<file path="config.mk">
export PLATFORM = sky130hd
export DESIGN_NAME = char_wr_ctrl
export DESIGN_NICKNAME = d
export VERILOG_FILES = /design/src/rtl/char_wr_ctrl.sv
export SDC_FILE = /design/constraint.sdc
export NUM_CORES = 1
export LEC_CHECK = 0
export ABC_AREA = 1
export CAP_MARGIN = 25
export CORE_MARGIN = 4
export CORE_UTILIZATION = 34
export DETAILED_ROUTE_END_ITERATION = 12
export HOLD_SLACK_MARGIN = 0.15
export PLACE_DENSITY = 0.61
export SYNTH_ARGS = -nofsm -noshare
export SYNTH_HDL_FRONTEND = slang
export SYNTH_SLANG_ARGS = --single-unit
</file>
<file path="constraint.sdc">
create_clock -name clk_ctrl -period 3.2 [get_ports clk_ctrl]
set_clock_uncertainty 0.1 [all_clocks]
set_input_delay 0.48 -clock clk_ctrl [delete_from_list [all_inputs] [get_ports clk_ctrl]]
set_output_delay 0.48 -clock clk_ctrl [all_outputs]
set_load 0.01 [all_outputs]
</file>
<file path="src/rtl/char_wr_ctrl.sv">
// Character RAM write sequencer: pops UART bytes, handles control codes,
// keeps the text cursor and performs line/screen clears.
module char_wr_ctrl #(
  parameter int COLS   = 50,
  parameter int ROWS   = 18,
  parameter int ADDR_W = 10
) (
  input  logic              clk_ctrl,
  input  logic              Rst_p,
  input  logic              fifo_empty,
  input  logic [7:0]        fifo_data,
  output logic              rd_en,
  output logic              buf_we,
  output logic [ADDR_W-1:0] buf_waddr,
  output logic [7:0]        buf_wdata,
  output logic [5:0]        cursor_col,
  output logic [4:0]        cursor_row,
  output logic              busy
);

  localparam logic [2:0] S_CLR_ALL = 3'd0;
  localparam logic [2:0] S_IDLE    = 3'd1;
  localparam logic [2:0] S_POP     = 3'd2;
  localparam logic [2:0] S_EXEC    = 3'd3;
  localparam logic [2:0] S_CLR_ROW = 3'd4;

  localparam logic [ADDR_W:0]   L_NCELL  = (ADDR_W+1)'(COLS*ROWS);
  localparam logic [ADDR_W:0]   L_NCOLS  = (ADDR_W+1)'(COLS);
  localparam logic [ADDR_W-1:0] L_COLS_A = ADDR_W'(COLS);
  localparam logic [7:0]        SPACE    = 8'h20;

  logic [2:0]        r_state;
  logic [ADDR_W:0]   r_cnt;
  logic [ADDR_W-1:0] r_base;   // running row*COLS for the cursor row
  logic [7:0]        r_byte;
  logic [5:0]        r_col;
  logic [4:0]        r_row;
  logic              r_we;
  logic [ADDR_W-1:0] r_waddr;
  logic [7:0]        r_wdata;
  logic              r_busy;

  logic              w_print_in, w_bs_in, w_print;
  logic              w_last_col, w_last_row;
  logic [4:0]        w_nrow;
  logic [ADDR_W-1:0] w_nbase, w_cur_addr;

  assign w_print_in = (fifo_data >= 8'h20) && (fifo_data <= 8'h7E);
  assign w_bs_in    = (fifo_data == 8'h08) && (r_col != 6'd0);
  assign w_print    = (r_byte >= 8'h20) && (r_byte <= 8'h7E);
  assign w_last_col = (r_col == 6'(COLS-1));
  assign w_last_row = (r_row == 5'(ROWS-1));
  assign w_nrow     = w_last_row ? 5'd0 : r_row + 5'd1;
  assign w_nbase    = w_last_row ? '0 : r_base + L_COLS_A;
  assign w_cur_addr = r_base + ADDR_W'(r_col);

  assign rd_en      = (r_state == S_IDLE) && !fifo_empty && !Rst_p;
  assign buf_we     = r_we;
  assign buf_waddr  = r_waddr;
  assign buf_wdata  = r_wdata;
  assign cursor_col = r_col;
  assign cursor_row = r_row;
  assign busy       = r_busy;

  always_ff @(posedge clk_ctrl) begin
    if (Rst_p) begin
      r_state <= S_CLR_ALL;
      r_cnt   <= '0;
      r_base  <= '0;
      r_byte  <= 8'h00;
      r_col   <= 6'd0;
      r_row   <= 5'd0;
      r_we    <= 1'b0;
      r_waddr <= '0;
      r_wdata <= SPACE;
      r_busy  <= 1'b0;
    end else begin
      case (r_state)
        S_CLR_ALL: begin
          if (r_cnt == L_NCELL) begin
            r_we    <= 1'b0;
            r_state <= S_IDLE;
            r_busy  <= 1'b0;
          end else begin
            r_we    <= 1'b1;
            r_waddr <= r_cnt[ADDR_W-1:0];
            r_wdata <= SPACE;
            r_cnt   <= r_cnt + 1'b1;
            r_busy  <= 1'b1;
          end
        end
        S_IDLE: begin
          r_we <= 1'b0;
          if (!fifo_empty) begin
            r_state <= S_POP;
            r_busy  <= 1'b1;
          end
        end
        S_POP: begin
          // decode straight off the FIFO bus so the write lands in EXEC
          r_byte  <= fifo_data;
          r_we    <= w_print_in || w_bs_in;
          r_wdata <= w_print_in ? fifo_data : SPACE;
          r_waddr <= w_print_in ? w_cur_addr : w_cur_addr - ADDR_W'(1);
          r_state <= S_EXEC;
        end
        S_EXEC: begin
          r_we    <= 1'b0;
          r_state <= S_IDLE;
          r_busy  <= 1'b0;
          if ((w_print && w_last_col) || r_byte == 8'h0A) begin
            if (w_print) r_col <= 6'd0;
            r_row   <= w_nrow;
            r_base  <= w_nbase;
            r_we    <= 1'b1;
            r_waddr <= w_nbase;
            r_wdata <= SPACE;
            r_cnt   <= (ADDR_W+1)'(1);
            r_state <= S_CLR_ROW;
            r_busy  <= 1'b1;
          end else if (w_print) begin
            r_col <= r_col + 6'd1;
          end else if (r_byte == 8'h0D) begin
            r_col <= 6'd0;
          end else if (r_byte == 8'h08) begin
            if (r_col != 6'd0) r_col <= r_col - 6'd1;
          end else if (r_byte == 8'h0C) begin
            r_col   <= 6'd0;
            r_row   <= 5'd0;
            r_base  <= '0;
            r_cnt   <= '0;
            r_state <= S_CLR_ALL;
            r_busy  <= 1'b1;
          end
        end
        S_CLR_ROW: begin
          if (r_cnt == L_NCOLS) begin
            r_we    <= 1'b0;
            r_state <= S_IDLE;
            r_busy  <= 1'b0;
          end else begin
            r_waddr <= r_base + r_cnt[ADDR_W-1:0];
            r_cnt   <= r_cnt + 1'b1;
          end
        end
        default: begin
          r_state <= S_CLR_ALL;
          r_cnt   <= '0;
          r_we    <= 1'b0;
        end
      endcase
    end
  end

endmodule

</file>
=== Word level (Yosys, flattened, before mapping) ===
Cells that the tools add are included.

* Output and inout port bits: 32
* Memories: 0
* ROM bits: 0
* Word-level logic and storage cells: 132
* Bits in registers: 63
* Bits in writable memories: 0
* Latch bits: 0
* Bits of input ports: 11

* Reduce and logical (&&, ||, !) cells: 25
* Multipliers: 0
* Magnitude comparators: 4
* Bitwise logic cells: 1
* Equality and inequality tests: 28
* Shifts and indexed selects: 0
* Div/mod/pow operators: 0
* Add/subtract/negate cells: 8
* Mux-type cells: 56

{| class="wikitable"
|+ Operator list
! cell !! count
|-
| two-way mux 10 bit || 10
|-
| two-way mux 11 bit || 7
|-
| case mux 11 bit (4 select lines) || 1
|-
| two-way mux 6 bit || 7
|-
| equality test 8 x 4 -> 1 bit (second input constant) || 5
|-
| case mux 10 bit (4 select lines) || 1
|-
| two-way mux 5 bit || 6
|-
| two-way mux 8 bit || 3
|-
| case mux 8 bit (3 select lines) || 1
|-
| != test 2 bit (second input constant) || 9
|-
| >= comparator 8 x 6 -> 1 bit (second input constant) || 2
|-
| <= comparator 8 x 7 -> 1 bit (second input constant) || 2
|-
| case mux 3 bit (5 select lines) || 1
|-
| two-way mux 1 bit || 13
|-
| two-way mux 3 bit || 4
|-
| != test 3 bit (second input constant) || 4
|-
| nonzero test 4 bit || 3
|-
| adder 11 x 1 -> 11 bit (second input constant) || 1
|-
| equality test 11 x 10 -> 1 bit (second input constant) || 1
|-
| equality test 11 x 6 -> 1 bit (second input constant) || 1
|-
| adder 10 bit || 1
|-
| adder 10 x 6 -> 10 bit || 1
|-
| adder 10 x 6 -> 10 bit (second input constant) || 1
|-
| subtractor 10 x 1 -> 10 bit (second input constant) || 1
|-
| other kinds (24) || 36
|}

=== Logic depth before layout (Yosys ltp) ===
Gate-level depths: netlist of run 1.

* Word-level depth: 7
* Depth in mapped cells: 16
* Depth with buffers taken out: 16

=== Worst setup path before layout of run 1 ===
OpenSTA, ideal clock, no wires.

* Path kind: reg2reg
* Start point: register r_col[0] (netlist: cursor_col[0])
* End point: register r_waddr[8] (netlist: buf_waddr[8])
* Arrival: 1.965 ns
* Period minus slack after synthesis: 2.197 ns
* Path slack: 1.003 ns
* Setup time: 0.132 ns
* Buffers on the path: 0
* Stages on the path, launching flop included: 15
* Required time: 2.968 ns
* Cell sequence: dfxtp_1 -> ha_1 -> fa_1 -> nand3_1 -> nand2_1 -> nand2_1 -> nand2_1 -> nand2_1 -> nand2_1 -> nor2_1 -> nand3_1 -> nand3_1 -> nand3_1 -> nand2_1 -> a21oi_1

* Cells in the longest elaborated chain, start to end: 5
* Elaborated cells between the ends (all ways): 9
* Classes of those cells: 2 x add/sub; 2 x eq/ne; 2 x mux; 3 x reduce/logical

{| class="wikitable"
|+ RTL lines
! element !! line !! RTL
|-
| from (decl) || 36 || <nowiki>logic [5:0] r_col;</nowiki>
|-
| from (signal assigned) || 122 || <nowiki>r_col <= r_col + 6'd1;</nowiki>
|-
| from (signal assigned) || 126 || <nowiki>if (r_col != 6'd0) r_col <= r_col - 6'd1;</nowiki>
|-
| parallel branches: the longest is 5 deep, another holds adder 10 x 6 -> 10 bit || n/a ||
|-
| to (signal assigned) || 104 || <nowiki>r_waddr <= w_print_in ? w_cur_addr : w_cur_addr - ADDR_W'(1);</nowiki>
|-
| to (signal assigned) || 116 || <nowiki>r_waddr <= w_nbase;</nowiki>
|-
| to (signal assigned) || 142 || <nowiki>r_waddr <= r_base + r_cnt[ADDR_W-1:0];</nowiki>
|-
| to (decl) || 39 || <nowiki>logic [ADDR_W-1:0] r_waddr;</nowiki>
|}

Several ways; the timed one is not identified.
A chain may end at the register's enable or synchronous reset.

=== Final worst setup path of run 1 ===
Same ends and word-level chain as after synthesis.

==> results of run 1 <==
## power by group
part	switching, uW	total [uW]	internal [uW]
logic	56.9	94.4	37.5
clock network	402	1090	683
registers	7.23	799	791
## cells in the final DEF (no fill, tap or decap), drive strengths merged
cell and n:
nand3b 6, xnor2 4, o21ai 28, a311oi 1, nand4 11, clkbuf 9, clkdlybuf4s50 41, o21bai 1
or2 4, a211oi 5, a21oi 77, o22ai 3, nand2 194, and3 1, nor2 72, a31o 1
clkinvlp 2, o31ai 1, a41oi 1, dfxtp 63, a31oi 2, nor3b 2, inv 90, o2111ai 3
clkinv 3, fa 2, xor2 14, ha 26, nand3 63, bufinv 2, nor4 5, o21a 3
buf 8, nor3 16
## logic make-up (layout without fill, tap and decap cells)
family	Yosys count	after routing	share of synthesized area, %
AOI/OAI and AO/OA	126	126	15.19
xor gates and xnor gates	18	18	3.466
adders and majority gates	28	28	8.033
buffers and inverters	104	155	8.941
DFF	63	63	27.73
and+or+nand+nor	374	374	36.64
## per-stage QoR
stage / hold slack [ns] / area (um^2) / util (%) / std cells / worst slack [ns]
3_5_place_dp: 0.3525 / 5162 / 40.09 / 920 / 0.4928
2_1_floorplan: 0.3390 / 4548 / - / 713 / 1.003
4_1_cts: 0.3618 / 5485 / 42.60 / 936 / 0.6530
6_report: 0.3577 / 5485 / 42.60 / 936 / 0.6723
3_3_place_gp: 0.3506 / 5162 / 40.09 / 920 / 0.5355
5_1_grt: 0.3782 / 5485 / 42.60 / 936 / 0.3314
## critical path, stage by stage (launching register included)
cell                      delay [ns]
sky130_fd_sc_hd__dfxtp_1        0.39
sky130_fd_sc_hd__ha_1           0.26
sky130_fd_sc_hd__fa_1           0.41
sky130_fd_sc_hd__nand3_1        0.11
sky130_fd_sc_hd__nand2_1        0.08
sky130_fd_sc_hd__nand2_1        0.09
sky130_fd_sc_hd__nand2_1        0.10
sky130_fd_sc_hd__nand2_1        0.07
sky130_fd_sc_hd__nand2_1        0.10
sky130_fd_sc_hd__nor2_1         0.24
sky130_fd_sc_hd__nand3_1        0.11
sky130_fd_sc_hd__nand3_1        0.13
sky130_fd_sc_hd__nand3_1        0.08
sky130_fd_sc_hd__nand2_1        0.06
sky130_fd_sc_hd__a21oi_1        0.06
## cell type report
class                           count  area [um^2]
Sequential cell                    63         1261
Fill cell                        1339         7391
Clock inverter                      7        97.59
Inverter                           90        337.8
Multi-Input combinational cell    546         2880
Tap cell                          172        215.2
Clock buffer                        9        225.2
Timing Repair Buffer               49        467.9
## synthesized netlist by cell type, types with 2 or more instances
library cell and n:
sky130_fd_sc_hd__a211oi_1 5, sky130_fd_sc_hd__inv_2 12, sky130_fd_sc_hd__xor2_1 14, sky130_fd_sc_hd__nand2_2 3
sky130_fd_sc_hd__nand3b_1 6, sky130_fd_sc_hd__nand4_1 10, sky130_fd_sc_hd__o21ai_1 3, sky130_fd_sc_hd__dfxtp_1 63
sky130_fd_sc_hd__nand3_1 63, sky130_fd_sc_hd__nor2_1 65, sky130_fd_sc_hd__nor2_4 3, sky130_fd_sc_hd__or2_2 3
sky130_fd_sc_hd__inv_1 78, sky130_fd_sc_hd__a21oi_1 77, sky130_fd_sc_hd__xnor2_1 4, sky130_fd_sc_hd__o21a_1 3
sky130_fd_sc_hd__nor3_1 15, sky130_fd_sc_hd__clkbuf_1 8, sky130_fd_sc_hd__o21ai_0 25, sky130_fd_sc_hd__fa_1 2
sky130_fd_sc_hd__nor2_2 3, sky130_fd_sc_hd__buf_2 4, sky130_fd_sc_hd__ha_1 26, sky130_fd_sc_hd__o2111ai_1 3
sky130_fd_sc_hd__nand2_1 191, sky130_fd_sc_hd__nor3b_2 2, sky130_fd_sc_hd__o22ai_1 3, sky130_fd_sc_hd__nor4_1 4
## final timing paths
kind	to	slack [ns]	cells after the start
max	buf_waddr[8]$_SDFFE_PP0P_	0.67	14
min	buf_waddr[4]$_SDFFE_PP0P_	0.36	2
max reg2reg	buf_waddr[8]$_SDFFE_PP0P_	0.67	14
min reg2reg	buf_waddr[4]$_SDFFE_PP0P_	0.36	2
## metal layers
metal	GRT usage [%]	vias up
li1	-	2449
met1	23.92	2144
met2	29.06	135
met3	3.724	24
met4	6.436	0
met5	0	-
## sequential cells by signal, summed over array words and instances (netlist names)
register    flops
buf_waddr      10
buf_wdata       8
buf_we          1
busy            1
cursor_col      6
cursor_row      5
r_base         10
r_byte          8
r_cnt          11
r_state         3
==> flow_summary.rst, run 1 <==
.. list-table::
   :header-rows: 1

   * - Metric
     - Value
   * - Status
     - complete, no violations
   * - Clock root buffer
     - sky130_fd_sc_hd__clkbuf_16
   * - Largest area contributor in the synthesized netlist
     - sky130_fd_sc_hd__dfxtp_1
   * - Detailed Route Iter0 Violations
     - 322
   * - Global route total overflow
     - 0
   * - Router iterations before antenna repair
     - 5
   * - Routed length per placed instance
     - 14.17 um
   * - Detailed-route via count
     - 4752
   * - Area enclosed by the die boundary
     - 15290 um^2
   * - Largest cells by area after synthesis
     - sky130_fd_sc_hd__dfxtp_1, sky130_fd_sc_hd__nand2_1, sky130_fd_sc_hd__a21oi_1, sky130_fd_sc_hd__ha_1, sky130_fd_sc_hd__nand3_1
   * - # resized after CTS
     - 0
   * - Number of synthesized register bits
     - 63
   * - Area growth, synth to finish
     - 20.61%
   * - Number of nets in the finished design
     - 798
   * - Final worst-path cycle share
     - 78.99%
   * - Maximum number of pins on one net before global-route repair
     - 53
   * - Number of max-slew violations in the final report
     - 0
   * - Starting utilization of the core area
     - 35.32%
   * - Relative max-transition margin
     - 59.91%
   * - Horiz. Die Dim
     - 123.7 um
   * - Dominant synthesized flop cell
     - sky130_fd_sc_hd__dfxtp_1
   * - Yosys warnings
     - 0
   * - Worst VDD drop
     - 0.0002430 V
   * - Pin slew with the least headroom to its limit
     - 0.6014 ns
   * - Via count of the first global-routing pass
     - 4501
   * - Crit path capture type
     - flop
   * - Seq/Total Area, Yosys
     - 27.73%
   * - Metal1 wirelength
     - 6.344 mm
   * - Instance count of the mapped netlist
     - 713
   * - Power per cell area
     - 360.6 nW/um^2
   * - Ports placed on the boundary
     - 43
   * - Maximum operating frequency
     - 0.3956 GHz
   * - Synthesized area per cell
     - 6.379 um^2
   * - Maximum fanout along the worst path
     - 7
   * - Number of buffers on the longest clock path
     - 2
   * - Min-Delay Path Class
     - flop to flop
   * - Final total power
     - 1978 uW
   * - Count of clock tree sinks
     - 63
   * - CP required
     - 3.30 ns
   * - Top cell type's share of synthesized area
     - 27.73%
   * - Unrepaired setup endpoints after global routing
     - false
   * - Antenna violation net count after detailed routing
     - 0
   * - Wire length of the first global-routing pass
     - 21.93 mm
   * - Detailed route wirelength on metal3
     - 736 um
   * - Arrival @ worst endpoint
     - 2.62 ns
   * - Origin of the critical flop-to-flop path
     - cursor_col[0]$_SDFFE_PP0P_
   * - Leakage power summed over all cells
     - 0.002276 uW
   * - CP Class
     - flop to flop
   * - Startpoint of the tightest hold check path
     - buf_waddr[4]$_SDFFE_PP0P_
   * - PortBufs
     - 42
   * - Uppermost metal layer occupied by signal nets
     - met4
   * - Post-CTS setup buffer count
     - 0
   * - Total clock buffers created by CTS
     - 9
   * - Unique masters post-synth
     - 43
   * - Core area
     - 12880 um^2
   * - Routed vias/inst
     - 5.077
   * - Total half-perimeter wirelength after legalization and detailed placement
     - 10.01 mm
   * - Core Rows
     - 41
   * - Clock latency reported for the late side of the worst-skew pair
     - 0.33 ns
   * - Met2 wire length
     - 5.864 mm
   * - DR DRC count
     - 0
   * - CP startpoint
     - cursor_col[0]$_SDFFE_PP0P_
   * - CTS H-tree lvls
     - 3
   * - Post-route minimum period
     - 2.528 ns
   * - Final GP Congestion
     - 0.8827
   * - Clock tree from TritonCTS
     - built
   * - Antenna diode count
     - 0
   * - Post-synth EDFFs
     - 0
   * - Total negative setup slack
     - 0 ns
   * - Hold violation count in the final report
     - 0
   * - Total detailed-routing wirelength
     - 13.26 mm
   * - CP Launch Type
     - flop
   * - Gr usage total
     - 18.06%
   * - Hold bufs inserted after CTS
     - 0
   * - Post-synth design cell area
     - 4548 um^2
   * - Max-cap viol count
     - 0
   * - Clock input transition at the sequential cells of the worst setup and hold paths
     - 0.06 ns
   * - Net count of the mapped netlist
     - 752
   * - Setup violations, final
     - 0
   * - Die height
     - 123.7 um
   * - Share of post-route cells with drive strength above 1
     - 7.330%
   * - Fraction of registers with async set/reset
     - 0%
   * - Number of antenna violations at the first check in global routing
     - 0
No activity file was read; power rests on OpenSTA's default activity.
==> run 2, diff against run 1 <==
--- a/config.mk
+++ b/config.mk
@@ -11,7 +11,7 @@
 export CORE_UTILIZATION = 34
 export DETAILED_ROUTE_END_ITERATION = 12
 export HOLD_SLACK_MARGIN = 0.15
-export PLACE_DENSITY = 0.61
+export PLACE_DENSITY = 0.63
 export SYNTH_ARGS = -nofsm -noshare
 export SYNTH_HDL_FRONTEND = slang
 export SYNTH_SLANG_ARGS = --single-unit
==> constraint.sdc (replaced) <==
create_clock -name clk_ctrl -period 2.2 [get_ports clk_ctrl]
set_clock_uncertainty 0.1 [all_clocks]
set_input_delay 0.33 -clock clk_ctrl [delete_from_list [all_inputs] [get_ports clk_ctrl]]
set_output_delay 0.33 -clock clk_ctrl [all_outputs]
set_load 0.01 [all_outputs]
==> flow_summary.rst, run 2 (synthesis gave the netlist of run 1 again) <==
.. list-table::
   :header-rows: 1

   * - Metric
     - Value
   * - Final GP Congestion
     - 0.9004 (+2.0%)
   * - Clock tree from TritonCTS
     - built
   * - Max FFs per register
     - 11 (unchanged)
   * - Number of nets in the finished design
     - 853 (+6.9%)
   * - Leakage power summed over all cells
     - 0.002578 uW (+13%)
   * - Core area
     - 12880 um^2 (unchanged)
   * - Detailed Route Iter0 Violations
     - 287 (-11%)
   * - Max-cap viol count
     - 0 (unchanged)
   * - Count of buffer and inverter cells on the critical path
     - 0 (unchanged)
   * - Arrival @ worst endpoint
     - 2.27 ns (-0.35 ns)
   * - Die height
     - 123.7 um (unchanged)
   * - Peak per-stage delay on the critical path
     - 0.38 ns (-0.03 ns)
   * - Area enclosed by the die boundary
     - 15290 um^2 (unchanged)
   * - Pin slew with the least headroom to its limit
     - 0.6085 ns (+0.007175 ns)
   * - Antenna diode count
     - 0 (unchanged)
   * - Antenna violation net count after detailed routing
     - 0 (unchanged)
   * - Clock latency reported for the late side of the worst-skew pair
     - 0.34 ns (about the same)
   * - List of cells traversed by the critical path
     - ha_4 > fa_2 > nand3_2 > nand2_2 > nand2_2 > nand2_4 > nor2_4 > nand2_4 > nor2_4 > nand3_1 > nand3_2 > nand3_2 > nand2_1 > a21oi_2
   * - Master of the slowest instance on the critical path
     - sky130_fd_sc_hd__fa_2
   * - Number of buffers on the longest clock path
     - 2 (unchanged)
   * - Worst VDD drop
     - 0.0004135 V (+70%)
   * - CP required
     - 2.30 ns (-1.00 ns)
   * - Unrepaired setup endpoints after global routing
     - true
   * - Top cell by count, worst path
     - sky130_fd_sc_hd__nand3_2
   * - Count of clock tree sinks
     - 63 (unchanged)
   * - Via count of the first global-routing pass
     - 4613 (+2.5%)
   * - Detailed-route via count
     - 4944 (+4.0%)
   * - Ports placed on the boundary
     - 43 (unchanged)
   * - PortBufs
     - 42 (unchanged)
   * - CTS H-tree lvls
     - 3 (unchanged)
   * - Routed length per placed instance
     - 13.66 um (-3.6%)
   * - Maximum number of pins on one net before global-route repair
     - 52 (-1.9%)
   * - Crit path capture type
     - flop
   * - Min-Delay Path Class
     - flop to flop
   * - Maximum operating frequency
     - 0.4613 GHz (+17%)
   * - Relative max-transition margin
     - 59.43% (-0.48 points)
   * - Area growth, synth to finish
     - 34.09%
   * - Router iterations before antenna repair
     - 5 (unchanged)
   * - Final core utilization
     - 47.36% (+4.8 points)
   * - Gr usage total
     - 18.81% (+0.75 points)
   * - Setup violations, final
     - 0 (unchanged)
   * - Clock input transition at the sequential cells of the worst setup and hold paths
     - 0.05 ns (about the same)
   * - Final total power
     - 2803 uW (+42%)
   * - Maximum fanout along the worst path
     - 4 (-3)
   * - CP Class
     - flop to flop
   * - Routed vias/inst
     - 4.994 (-1.6%)
   * - Wire length of the first global-routing pass
     - 22.51 mm (+2.7%)
   * - Largest register by flop count
     - r_cnt
   * - Clock root buffer
     - sky130_fd_sc_hd__clkbuf_16
   * - Starting utilization of the core area
     - 35.32% (unchanged)
   * - Number of antenna violations at the first check in global routing
     - 0 (unchanged)
   * - Global route total overflow
     - 0 (unchanged)
   * - Hold violation count in the final report
     - 0 (unchanged)
   * - Power per cell area
     - 459.7 nW/um^2 (+27%)
   * - Total half-perimeter wirelength after legalization and detailed placement
     - 10.48 mm (+4.7%)
   * - Core Rows
     - 41 (unchanged)
   * - Most frequent cells in the layout
     - sky130_fd_sc_hd__nand2_1, sky130_fd_sc_hd__inv_1, sky130_fd_sc_hd__a21oi_1
   * - Most common library cell in the layout ignoring fill and taps
     - sky130_fd_sc_hd__nand2_1
   * - Number of max-slew violations in the final report
     - 0 (unchanged)
   * - DR DRC count
     - 0 (unchanged)
   * - Final worst-path cycle share
     - 98.55% (+20 points)
   * - Share of post-route cells with drive strength above 1
     - 20.42% (+13 points)
   * - Status
     - complete, no violations
   * - Post-route minimum period
     - 2.168 ns (-0.3597 ns)
   * - Total detailed-routing wirelength
     - 13.52 mm (+2.0%)
   * - Total clock buffers created by CTS
     - 9 (unchanged)
   * - CP Launch Type
     - flop
   * - Horiz. Die Dim
     - 123.7 um (unchanged)
   * - Cell class contributing the biggest share of worst-path delay
     - simple AND/OR/NAND/NOR gates
[run 2: cell count changes in the layout (fill, tap and decap cells not counted), moves of 5 or more]
cell	change
sky130_fd_sc_hd__nand2_1	-19
sky130_fd_sc_hd__buf_4	+55
sky130_fd_sc_hd__nand2_2	+17
sky130_fd_sc_hd__dfxtp_2	+6
sky130_fd_sc_hd__a21oi_2	+5
sky130_fd_sc_hd__a21oi_1	-5
sky130_fd_sc_hd__nor2_1	-7
sky130_fd_sc_hd__dfxtp_1	-6
sky130_fd_sc_hd__nor2_4	+5
sky130_fd_sc_hd__inv_1	-5
sky130_fd_sc_hd__nand3_2	+8
sky130_fd_sc_hd__nand3_1	-8
[run 2: worst paths after layout]
| path | from | endpoint | slack [ns] | cells past startpoint |
|---|---|---|---|---|
| worst max-delay path | r_base[0]$_SDFFE_PP0P_ | buf_waddr[6]$_SDFFE_PP0P_ | 0.03 | 14 |
| worst min-delay path | r_cnt[10]$_SDFFE_PP0P_ | r_cnt[10]$_SDFFE_PP0P_ | 0.36 | 2 |
| worst max register to register | r_base[0]$_SDFFE_PP0P_ | buf_waddr[6]$_SDFFE_PP0P_ | 0.03 | 14 |
| worst min register to register | r_cnt[10]$_SDFFE_PP0P_ | r_cnt[10]$_SDFFE_PP0P_ | 0.36 | 2 |
[run 2: layer usage]
| metal | vias to the layer above | part of all wire, % | global-route usage [%] |
|---|---|---|---|
| met1 | 2262 | 48 | 24.25 |
| met4 | 0 | 1.9 | 6.990 |
| met5 | - | 0 | 0 |
| met2 | 102 | 46 | 30.62 |
| met3 | 21 | 4.6 | 4.314 |
| li1 | 2559 | - | - |
[run 2: layout make-up]
type | count | area, um^2
fillers | 1336 | 6778
multi-input cells | 546 | 3095
flip-flops and latches | 63 | 1269
inverters | 90 | 340.3
clock inverters | 3 | 42.54
repair buffers | 104 | 879.6
well taps | 172 | 215.2
clock buffers | 12 | 256.5
[run 2: timing repair]
action / in CTS / in global routing
pin swaps: 1 / 23
cloned: 0 / 0
hold buffers: 0 / 0
setup buffers: 0 / 1
gates resized for setup: 16 / 56
endpoints found under the setup margin: 7 / 23
[run 2: power breakdown]
| group | internal (uW) | switching [uW] | leakage (uW) | total (uW) |
|---|---|---|---|---|
| clock network | 931 | 539 | 0.000145 | 1470 |
| registers | 1150 | 12.7 | 0.000512 | 1160 |
| logic | 77.6 | 91.2 | 0.00192 | 169 |
| total | 2160 | 643 | 0.00258 | 2800 |
[run 2: worst register-to-register path, cell delays in order, from the launching register on]
cell,delay [ns]
sky130_fd_sc_hd__dfxtp_2,0.33
sky130_fd_sc_hd__ha_4,0.16
sky130_fd_sc_hd__fa_2,0.38
sky130_fd_sc_hd__nand3_2,0.10
sky130_fd_sc_hd__nand2_2,0.07
sky130_fd_sc_hd__nand2_2,0.10
sky130_fd_sc_hd__nand2_4,0.06
sky130_fd_sc_hd__nor2_4,0.13
sky130_fd_sc_hd__nand2_4,0.07
sky130_fd_sc_hd__nor2_4,0.15
sky130_fd_sc_hd__nand3_1,0.10
sky130_fd_sc_hd__nand3_2,0.10
sky130_fd_sc_hd__nand3_2,0.07
sky130_fd_sc_hd__nand2_1,0.07
sky130_fd_sc_hd__a21oi_2,0.05
[run 2: metrics by stage]
step	cells	cell area [um^2]	TNS [ns]	hold slack [ns]	worst slack (ns)
2_1_floorplan	713	4548	0	0.3390	0.003169
3_5_place_dp	974	5568	-0.5243	0.3502	-0.1365
6_report	990	6098	0	0.3585	0.03199
5_1_grt	990	6098	-0.6386	0.3801	-0.1353
3_3_place_gp	974	5568	-0.3396	0.3467	-0.09356
4_1_cts	989	5907	0	0.3631	0.01142
